File: config.mk
export PLATFORM = sky130hd
export DESIGN_NAME = i2c_slave_regif
export DESIGN_NICKNAME = d
export VERILOG_FILES = /design/src/rtl/i2c_slave_regif.sv
export SDC_FILE = /design/constraint.sdc
export NUM_CORES = 1
export LEC_CHECK = 0
export ABC_AREA = 1
export BUFFER_PORTS_ARGS = -buffer_cell sky130_fd_sc_hd__buf_2
export CORE_MARGIN = 2
export CORE_UTILIZATION = 59
export CTS_CLUSTER_SIZE = 28
export DETAILED_ROUTE_END_ITERATION = 16
export PLACE_DENSITY = 0.79
export SLEW_MARGIN = 20
export SYNTH_ARGS = -nofsm -noshare
export SYNTH_HDL_FRONTEND = slang
export SYNTH_SLANG_ARGS = --single-unit
File: constraint.sdc
create_clock -name clk -period 3.6 [get_ports clk]
set_clock_uncertainty 0.1 [all_clocks]
set_input_delay 0 -clock clk [delete_from_list [all_inputs] [get_ports clk]]
set_output_delay 0 -clock clk [all_outputs]
set_load 0.01 [all_outputs]
File: src/rtl/i2c_slave_regif.sv
// i2c_slave_regif: write-only I2C responder that turns bus writes into register-file strobes.
// Optional build macro I2C_SLAVE_AUTOINC_EN: sub-address post-increments after every data strobe.
module i2c_slave_regif #(
  parameter logic [6:0] SLAVE_ADDR  = 7'h68,
  parameter int         SYNC_STAGES = 2
) (
  input  logic       clk,
  input  logic       reset,
  input  logic       i2c_scl,
  input  logic       i2c_sda_in,
  output logic       i2c_sda_out,
  output logic       i2c_sda_out_mode,
  output logic       wr_valid,
  output logic [7:0] wr_sub,
  output logic [7:0] wr_data,
  output logic       busy,
  output logic [3:0] state_wire
);

  typedef enum logic [3:0] {
    IDLE     = 4'd0,
    RX_ADDR  = 4'd1,
    ACK_ADDR = 4'd2,
    RX_SUB   = 4'd3,
    ACK_SUB  = 4'd4,
    RX_DATA  = 4'd5,
    ACK_DATA = 4'd6,
    IGNORE   = 4'd7
  } state_t;

  state_t                 state_r;
  state_t                 state_nx_s;
  logic [SYNC_STAGES-1:0] scl_sync_r;
  logic [SYNC_STAGES-1:0] sda_sync_r;
  logic                   scl_s;
  logic                   sda_s;
  logic                   scl_prev_r;
  logic                   sda_prev_r;
  logic                   scl_rise_s;
  logic                   scl_fall_s;
  logic                   start_s;
  logic                   stop_s;
  logic                   rx_state_s;
  logic                   ack_state_s;
  logic                   byte_done_s;
  logic                   addr_match_s;
  logic [7:0]             byte_s;
  logic [2:0]             bit_cnt_r;
  logic [2:0]             bit_cnt_nx_s;
  logic [7:0]             shift_r;
  logic [7:0]             shift_nx_s;
  logic                   ack_drv_r;
  logic                   ack_drv_nx_s;
  logic                   sda_mode_r;
  logic                   sda_mode_nx_s;
  logic                   sda_out_r;
  logic                   wr_valid_r;
  logic                   wr_valid_nx_s;
  logic [7:0]             wr_sub_r;
  logic [7:0]             wr_sub_nx_s;
  logic [7:0]             wr_data_r;
  logic [7:0]             wr_data_nx_s;
  logic                   busy_r;
  logic                   busy_nx_s;

  function automatic logic is_rx(input state_t st);
    return (st == RX_ADDR) || (st == RX_SUB) || (st == RX_DATA);
  endfunction

  function automatic logic is_ack(input state_t st);
    return (st == ACK_ADDR) || (st == ACK_SUB) || (st == ACK_DATA);
  endfunction

  function automatic logic is_busy(input state_t st);
    return is_ack(st) || (st == RX_SUB) || (st == RX_DATA);
  endfunction

  // Input synchronisers plus one extra stage for edge detection; idle bus level is high
  always_ff @(posedge clk or posedge reset) begin
    if (reset) begin
      scl_sync_r <= {SYNC_STAGES{1'b1}};
      sda_sync_r <= {SYNC_STAGES{1'b1}};
      scl_prev_r <= 1'b1;
      sda_prev_r <= 1'b1;
    end else begin
      scl_sync_r <= {scl_sync_r[SYNC_STAGES-2:0], i2c_scl};
      sda_sync_r <= {sda_sync_r[SYNC_STAGES-2:0], i2c_sda_in};
      scl_prev_r <= scl_s;
      sda_prev_r <= sda_s;
    end
  end

  assign scl_s        = scl_sync_r[SYNC_STAGES-1];
  assign sda_s        = sda_sync_r[SYNC_STAGES-1];
  assign scl_rise_s   = scl_s & ~scl_prev_r;
  assign scl_fall_s   = ~scl_s & scl_prev_r;
  assign start_s      = scl_s & scl_prev_r & sda_prev_r & ~sda_s;
  assign stop_s       = scl_s & scl_prev_r & ~sda_prev_r & sda_s;
  assign rx_state_s   = is_rx(state_r);
  assign ack_state_s  = is_ack(state_r);
  assign byte_s       = {shift_r[6:0], sda_s};
  assign byte_done_s  = scl_rise_s & (bit_cnt_r == 3'd7);
  assign addr_match_s = (byte_s[7:1] == SLAVE_ADDR) && (byte_s[0] == 1'b0);

  // FSM state register
  always_ff @(posedge clk or posedge reset) begin
    if (reset) begin
      state_r <= IDLE;
    end else begin
      state_r <= state_nx_s;
    end
  end

  // FSM next state; bus START/STOP take priority over everything
  always_comb begin
    state_nx_s = state_r;
    if (stop_s) begin
      state_nx_s = IDLE;
    end else if (start_s) begin
      state_nx_s = RX_ADDR;
    end else begin
      case (state_r)
        IDLE:     state_nx_s = IDLE;
        RX_ADDR:  state_nx_s = byte_done_s ? (addr_match_s ? ACK_ADDR : IGNORE) : RX_ADDR;
        RX_SUB:   state_nx_s = byte_done_s ? ACK_SUB : RX_SUB;
        RX_DATA:  state_nx_s = byte_done_s ? ACK_DATA : RX_DATA;
        ACK_ADDR: state_nx_s = (scl_fall_s && ack_drv_r) ? RX_SUB : ACK_ADDR;
        ACK_SUB:  state_nx_s = (scl_fall_s && ack_drv_r) ? RX_DATA : ACK_SUB;
        ACK_DATA: state_nx_s = (scl_fall_s && ack_drv_r) ? RX_DATA : ACK_DATA;
        IGNORE:   state_nx_s = IGNORE;
        default:  state_nx_s = IDLE;
      endcase
    end
  end

  // Datapath and output next values; an ACK spans two SCL falls: first drives, second releases
  always_comb begin
    bit_cnt_nx_s  = bit_cnt_r;
    shift_nx_s    = shift_r;
    ack_drv_nx_s  = ack_drv_r;
    sda_mode_nx_s = sda_mode_r;
    wr_valid_nx_s = 1'b0;
    wr_sub_nx_s   = wr_sub_r;
    wr_data_nx_s  = wr_data_r;
`ifdef I2C_SLAVE_AUTOINC_EN
    if (wr_valid_r) begin
      wr_sub_nx_s = wr_sub_r + 8'd1;
    end else begin
      wr_sub_nx_s = wr_sub_r;
    end
`endif
    if (start_s || stop_s) begin
      bit_cnt_nx_s  = 3'd0;
      ack_drv_nx_s  = 1'b0;
      sda_mode_nx_s = 1'b0;
    end else if (scl_rise_s && rx_state_s) begin
      shift_nx_s   = byte_s;
      bit_cnt_nx_s = bit_cnt_r + 3'd1;
    end else if (scl_fall_s && ack_state_s) begin
      if (!ack_drv_r) begin
        ack_drv_nx_s  = 1'b1;
        sda_mode_nx_s = 1'b1;
        if (state_r == ACK_SUB) begin
          wr_sub_nx_s = shift_r;
        end else begin
          wr_sub_nx_s = wr_sub_nx_s;
        end
        if (state_r == ACK_DATA) begin
          wr_valid_nx_s = 1'b1;
          wr_data_nx_s  = shift_r;
        end else begin
          wr_valid_nx_s = 1'b0;
        end
      end else begin
        ack_drv_nx_s  = 1'b0;
        sda_mode_nx_s = 1'b0;
        bit_cnt_nx_s  = 3'd0;
      end
    end else begin
      bit_cnt_nx_s = bit_cnt_r;
    end
    busy_nx_s = is_busy(state_nx_s);
  end

  // Datapath and output registers
  always_ff @(posedge clk or posedge reset) begin
    if (reset) begin
      bit_cnt_r  <= 3'd0;
      shift_r    <= 8'd0;
      ack_drv_r  <= 1'b0;
      sda_mode_r <= 1'b0;
      sda_out_r  <= 1'b1;
      wr_valid_r <= 1'b0;
      wr_sub_r   <= 8'd0;
      wr_data_r  <= 8'd0;
      busy_r     <= 1'b0;
    end else begin
      bit_cnt_r  <= bit_cnt_nx_s;
      shift_r    <= shift_nx_s;
      ack_drv_r  <= ack_drv_nx_s;
      sda_mode_r <= sda_mode_nx_s;
      sda_out_r  <= ~sda_mode_nx_s;
      wr_valid_r <= wr_valid_nx_s;
      wr_sub_r   <= wr_sub_nx_s;
      wr_data_r  <= wr_data_nx_s;
      busy_r     <= busy_nx_s;
    end
  end

  assign i2c_sda_out      = sda_out_r;
  assign i2c_sda_out_mode = sda_mode_r;
  assign wr_valid         = wr_valid_r;
  assign wr_sub           = wr_sub_r;
  assign wr_data          = wr_data_r;
  assign busy             = busy_r;
  assign state_wire       = state_r;

endmodule

### Word level (Yosys, flattened, before mapping)

Index checks and enable logic that the tools add are counted.

| word-level totals | value |
|---|---|
| register bits after elaboration | 42 |
| word-level logic and storage cells | 93 |

| operators by class | value |
|---|---|
| $add $sub $neg | 1 |
| equality and inequality tests | 15 |
| multiplexer cells | 26 |
| bitwise logic cells | 16 |
| reduce and logical (&&, ||, !) cells | 21 |

Operator list:

| cell | number |
|---|---|
| $eq A4 B3 Y1 const B | 7 |
| $mux W3 | 9 |
| $pmux W3 S7 | 1 |
| $eq A4 B2 Y1 const B | 4 |
| $mux W1 | 14 |
| $reduce_and A5 Y1 | 2 |
| $logic_or A1 B1 Y1 | 9 |
| $and A1 B1 Y1 | 8 |
| $not A1 Y1 | 8 |
| $eq A7 B7 Y1 const B | 1 |
| $reduce_and A2 Y1 | 3 |
| $reduce_bool A3 Y1 | 2 |
| $eq A4 B1 Y1 const B | 1 |
| $logic_and A1 B1 Y1 | 4 |
| $mux W2 | 2 |
| $add A3 B1 Y3 const B | 1 |
| $eq A3 B3 Y1 const B | 1 |
| $ne A2 B2 Y1 const B | 1 |
| $reduce_bool A2 Y1 | 1 |

### Longest topological paths before layout

| depth | value |
|---|---|
| depth after elaboration | 12 |
| depth in mapped cells | 9 |
| gate-level depth less buffers | 9 |

### Worst setup path after synthesis

No wires, ideal clock.

| path | value |
|---|---|
| kind | flip-flop to flip-flop |
| from | reg bit_cnt_r[0] |
| to | reg busy_r, in the netlist busy |
| setup time | 0.121 ns |
| arrival time | 1.303 ns |
| required time | 3.379 ns |
| slack | 2.075 ns |
| cell stages (with the launch flop) | 9 |
| period minus slack after synthesis | 1.525 ns |
| cell sequence | dfrtp_1 -> ha_1 -> ha_1 -> nand3_1 -> nand2_1 -> nand2_1 -> nand3_1 -> o21ai_0 -> nor2_1 |

| between the ends | value |
|---|---|
| word-level cells in the longest chain between the ends | 11 |

Ends and longest elaborated chain:

| what | line | source |
|---|---|---|
| from (decl) | 48 | `logic [2:0] bit_cnt_r;` |
| from (signal assigned) | 198 | `bit_cnt_r <= bit_cnt_nx_s;` |
| $eq A3 B3 Y1 (*) | 102 | `assign byte_done_s = scl_rise_s & (bit_cnt_r == 3'd7);` |
| $and A1 B1 Y1 (*) | 102 |  |
| $mux W2 (tied with other cells) | 126 | `RX_DATA: state_nx_s = byte_done_s ? ACK_DATA : RX_DATA;` |
| $pmux W3 S7 (*) | 122 | `case (state_r)` |
| $mux W3 (*) | 119 | `end else if (start_s) begin` |
| $mux W3 (*) | 117 | `if (stop_s) begin` |
| $eq A4 B2 Y1 / $eq A4 B3 Y1 (equally long branches) | 71 | `return (st == ACK_ADDR) \|\| (st == ACK_SUB) \|\| (st == ACK_DATA);` |
| $logic_or A1 B1 Y1 (2 in series) | 71 |  |
| $logic_or A1 B1 Y1 | 75 | `return is_ack(st) \|\| (st == RX_SUB) \|\| (st == RX_DATA);` |
| $logic_or A1 B1 Y1 (*) | 75 |  |
| via busy_nx_s | 64 | `logic busy_nx_s;` |
| to (signal assigned) | 206 | `busy_r <= busy_nx_s;` |
| to (decl) | 63 | `logic busy_r;` |

The timed path passes the listed nets; every way through them passes the cells marked *.
A chain may end at the register's enable or synchronous reset.

### Final worst setup path

| path | value |
|---|---|
| from | reg scl_sync_r[1] |
| to | reg bit_cnt_r[2] |

| between the ends | value |
|---|---|
| word-level cells in the longest chain between the ends | 6 |

Ends and longest elaborated chain:

| what | line | source |
|---|---|---|
| from (decl) | 33 | `logic [SYNC_STAGES-1:0] scl_sync_r;` |
| from (signal assigned) | 81 | `scl_sync_r <= {SYNC_STAGES{1'b1}};` |
| from (signal assigned) | 86 | `scl_sync_r <= {scl_sync_r[SYNC_STAGES-2:0], i2c_scl};` |
| $and A1 B1 Y1 | 97, 98 |  |
| $and A1 B1 Y1, on equally long branches (2 in series) | 97, 98 |  |
| $logic_or A1 B1 Y1 | 152 | `if (start_s \|\| stop_s) begin` |
| $reduce_bool A3 Y1 (no source line) | - |  |
| $reduce_and A2 Y1 (no source line) | - |  |

Several ways; a longest one is shown, not always the timed one.

==> results.txt <==
- The completed layout was analyzed and its total power is 1.017 mW.
- DRC errors left: 0
- Core Region: 2978 µm²
- Largest net degree at the start of global routing: 42
- Period Utilization, post-route: 52.22%
* Share of total power consumed by net switching: 27.98%
- Synthesized Nets: 195
- Logic pwr share: 16.0%
- The floorplan step set the die height to 59.13 µm.
* Slew at the pin closest to its max-slew limit: 0.6303 ns
- Area added between synthesis and finish: 13.68%
* Final max-slew violation count: 0
* Total CTS buffers: 5
* Final Non-Filler Cells: 255
- Cells fill 68.45% of the core in the end.
- Overall overflow remaining after global route: 0
- Final critical delay including setup and external delays: 1.880 ns
* Class of the most critical hold timing path: input pin to flop
* Endpoint, Worst Hold: scl_sync_r[0]$_DFF_PP1_
* Element type at the critical path end: flop
- The count of buffers added on input and output ports is 26.
- The clock reaches the later pin of the worst-skew pair after 0.35 ns.
- Adding up every negative setup slack in the final design gives 0 ns.
- For this run, the number of Yosys warnings is 0.
* Setup Slack @ Placement: 1.767 ns
- The worst-case IR drop observed on VDD is 0.2794 mV.
- In the routed layout, each cell is associated on average with a via count of 5.314.
- Once the floorplan was initialized, standard cells occupied 60.21% of the core.
* Hold path startpoint: i2c_scl
- After clock tree synthesis, the flow added hold-fix buffers numbering 3.
- After detailed placement, the design holds a cell count of 244.
* Clock transition time at the flip-flop clock pins of the worst setup and hold paths: 0.11 ns
- Setup slack closes at 1.720 ns.
* N_diodes: 0
- Max-cap check violation count: 0
- Depth of the worst hold-timing path: 2
* Required time at the worst-slack endpoint: 3.73 ns
- Unrepaired setup endpoints after global routing: false
- The run finished with clean final reports.
* Starting DRC count in detailed routing: 75
- CTS tree: done
- The endpoint identified for the worst register-to-register timing path is bit_cnt_r[2]$_DFFE_PP0P_.
- The first global-routing pass estimated 5.775 mm of wire.
- The worst register-to-register path has a depth of 7.
- For this design the static power due to leakage is 1.069 nW.
- Antenna violations before repair: 0
- Setup violations remaining at the end of the flow were counted as 0.
- Row generation in the floorplan step produced 20 rows.
* Sequential-to-total area share from yosys stat: 57.71%
* Number of standard cells after synthesis: 189
- Along the worst path, the maximum fanout reaches 20.
- Total routed wirelength: 3.308 mm
* Chip Width: 59.13 µm
* P_sw: 0.2845 mW
- The via count of the first global-routing pass came to 1406.
- Flop pwr share: 54.1%
- I/O pin count: 28
* Number of instances resized during post-cts repair: 0
* Leading cell type in the layout, fill and taps excluded: sky130_fd_sc_hd__nand2_1
* Clock Tree Root: sky130_fd_sc_hd__clkbuf_4
- Power spread over the standard cell area amounts to 498.9 nW/µm².
* Ratio of cells with drive above 1 in the final layout: 27.48%
- Once the clock tree was built, the setup fixing pass inserted 0 buffers.
- The critical path is of the flop to flop type.
* Routed vias: 1355
- Derived from the worst setup path, the maximum achievable clock frequency is 531.9 MHz.
- Detailed Routing Iterations Pass 1: 4
* Summed instance area of the synthesized netlist: 1793 µm²
- Critical path startpoint category: flop
* Final antenna-violating net count: 0
- The worst register-to-register path has a setup slack of 1.72 ns.
- Rel. slew slack: 57.84%
- In the global route stage, overall resource usage came out at 22.44%.
* # clock sinks: 41
- The floorplan step defined a die boundary enclosing 3496 µm².
* Number of synthesized register bits: 41
* Final hold violation count: 0
- Final design instance area without fill: 2038 µm²
* Per-instance average area after synthesis: 9.487 µm²
- R2R Path Start: scl_sync_r[1]$_DFF_PP1_
- Of the total power, the clock network draws 30.0%.
- Number of distinct library cells after synthesis: 28
* Data arrival at the endpoint of the critical path: 2.01 ns
- CTS built an H-tree with a depth of 2.
- Routed WL per cell: 12.97 µm
- Routability-driven placement finished with a final weighted congestion of 0.9626.
- After legalization and detailed placement, the total HPWL measured 2.484 mm.
- Placement-stage cell area: 1923 µm²
* Net total in the final layout: 227
- In the layout the commonest cells are sky130_fd_sc_hd__nand2_1 (46), sky130_fd_sc_hd__dfrtp_1 (34), sky130_fd_sc_hd__buf_2 (26), sky130_fd_sc_hd__inv_1 (19), sky130_fd_sc_hd__nor2_1 (14).
* Internal power: 0.7325 mW
* Max Root-Sink Buffers: 2
* Worst hold slack across all endpoints: 0.1937 ns
-- layer usage --
| layer | share of wire (%) | track usage, % | vias to the layer above | routed length (µm) |
|---|---|---|---|---|
| met5 | 0 | 0 | - | 0 |
| met4 | 2.1 | 13.64 | 0 | 70 |
| met3 | 4.0 | 5.022 | 8 | 133 |
| met2 | 50 | 37.46 | 39 | 1660 |
| met1 | 44 | 26.27 | 638 | 1443 |
| li1 | - | - | 670 | - |
-- worst max path at each step --
| stage | slack, ns | to | start |
|---|---|---|---|
| after floorplan | 2.08 | busy$_DFF_PP0_ | bit_cnt_r[0]$_DFFE_PP0P_ |
| after global placement | 1.88 | bit_cnt_r[0]$_DFFE_PP0P_ | scl_sync_r[1]$_DFF_PP1_ |
| after detailed placement | 1.77 | bit_cnt_r[2]$_DFFE_PP0P_ | scl_sync_r[1]$_DFF_PP1_ |
| after CTS | 1.74 | bit_cnt_r[2]$_DFFE_PP0P_ | scl_sync_r[1]$_DFF_PP1_ |
| after global routing | 1.59 | bit_cnt_r[2]$_DFFE_PP0P_ | scl_sync_r[1]$_DFF_PP1_ |
| final | 1.72 | bit_cnt_r[2]$_DFFE_PP0P_ | scl_sync_r[1]$_DFF_PP1_ |
-- final cells by class --
cell class,count,area (µm²)
flip-flops and latches,41,1035
clock inverters,1,30.03
fillers,253,939.7
clock buffers,7,55.05
inverters,24,91.34
repair buffers,30,167.7
well taps,33,41.29
multi-input cells,119,618.1
-- power groups by stage --
| stage | combinational, mW | clock, mW | sequential (mW) |
|---|---|---|---|
| after floorplan | 0.113 | 0 | 0.554 |
| after global placement | 0.148 | 0 | 0.552 |
| after detailed placement | 0.160 | 0 | 0.559 |
| after CTS | 0.164 | 0.312 | 0.550 |
| after global routing | 0.185 | 0.336 | 0.556 |
| final | 0.162 | 0.305 | 0.550 |
-- synthesized netlist by cell type, drive strengths merged --
cell / count / share of area (%)
nand2: 48 / 10
dfrtp: 34 / 47
o21ai: 26 / 8.1
inv: 23 / 4.8
nor2: 17 / 4.5
nand3: 14 / 4.2
dfstp: 7 / 10
buf: 5 / 2.7
nand4: 4 / 2.6
a21oi: 3 / 1.0
nor3: 3 / 1.7
ha: 2 / 1.4
a31oi: 1 / 0.35
clkinv: 1 / 0.28
conb: 1 / 0.21
-- cells by family after synthesis --
kind of cell,Yosys count,share of synthesized area [%]
compound gates,30,9.491
fa+ha+maj,2,1.395
flops,41,57.71
buf+inv,29,7.815
other cells,1,0.2092
simple gates,86,23.38
-- critical path, cell delays in order (launching register included) --
cell	delay, ns
sky130_fd_sc_hd__dfstp_2	0.62
sky130_fd_sc_hd__inv_2	0.09
sky130_fd_sc_hd__nor2_4	0.12
sky130_fd_sc_hd__inv_2	0.06
sky130_fd_sc_hd__nor3_4	0.49
sky130_fd_sc_hd__nor2_2	0.12
sky130_fd_sc_hd__nand3_1	0.11
sky130_fd_sc_hd__nand2_1	0.07
-- registers in the layout, summed over array words and instances, names as in the netlist --
signal and count:
shift_r 8, wr_data 8, wr_sub 8, bit_cnt_r 3
state_wire 3, scl_sync_r 2, sda_sync_r 2, ack_drv_r 1
busy 1, i2c_sda_out 1, i2c_sda_out_mode 1, scl_prev_r 1
sda_prev_r 1, wr_valid 1
Note: power is estimated with default switching activity, not from simulation.
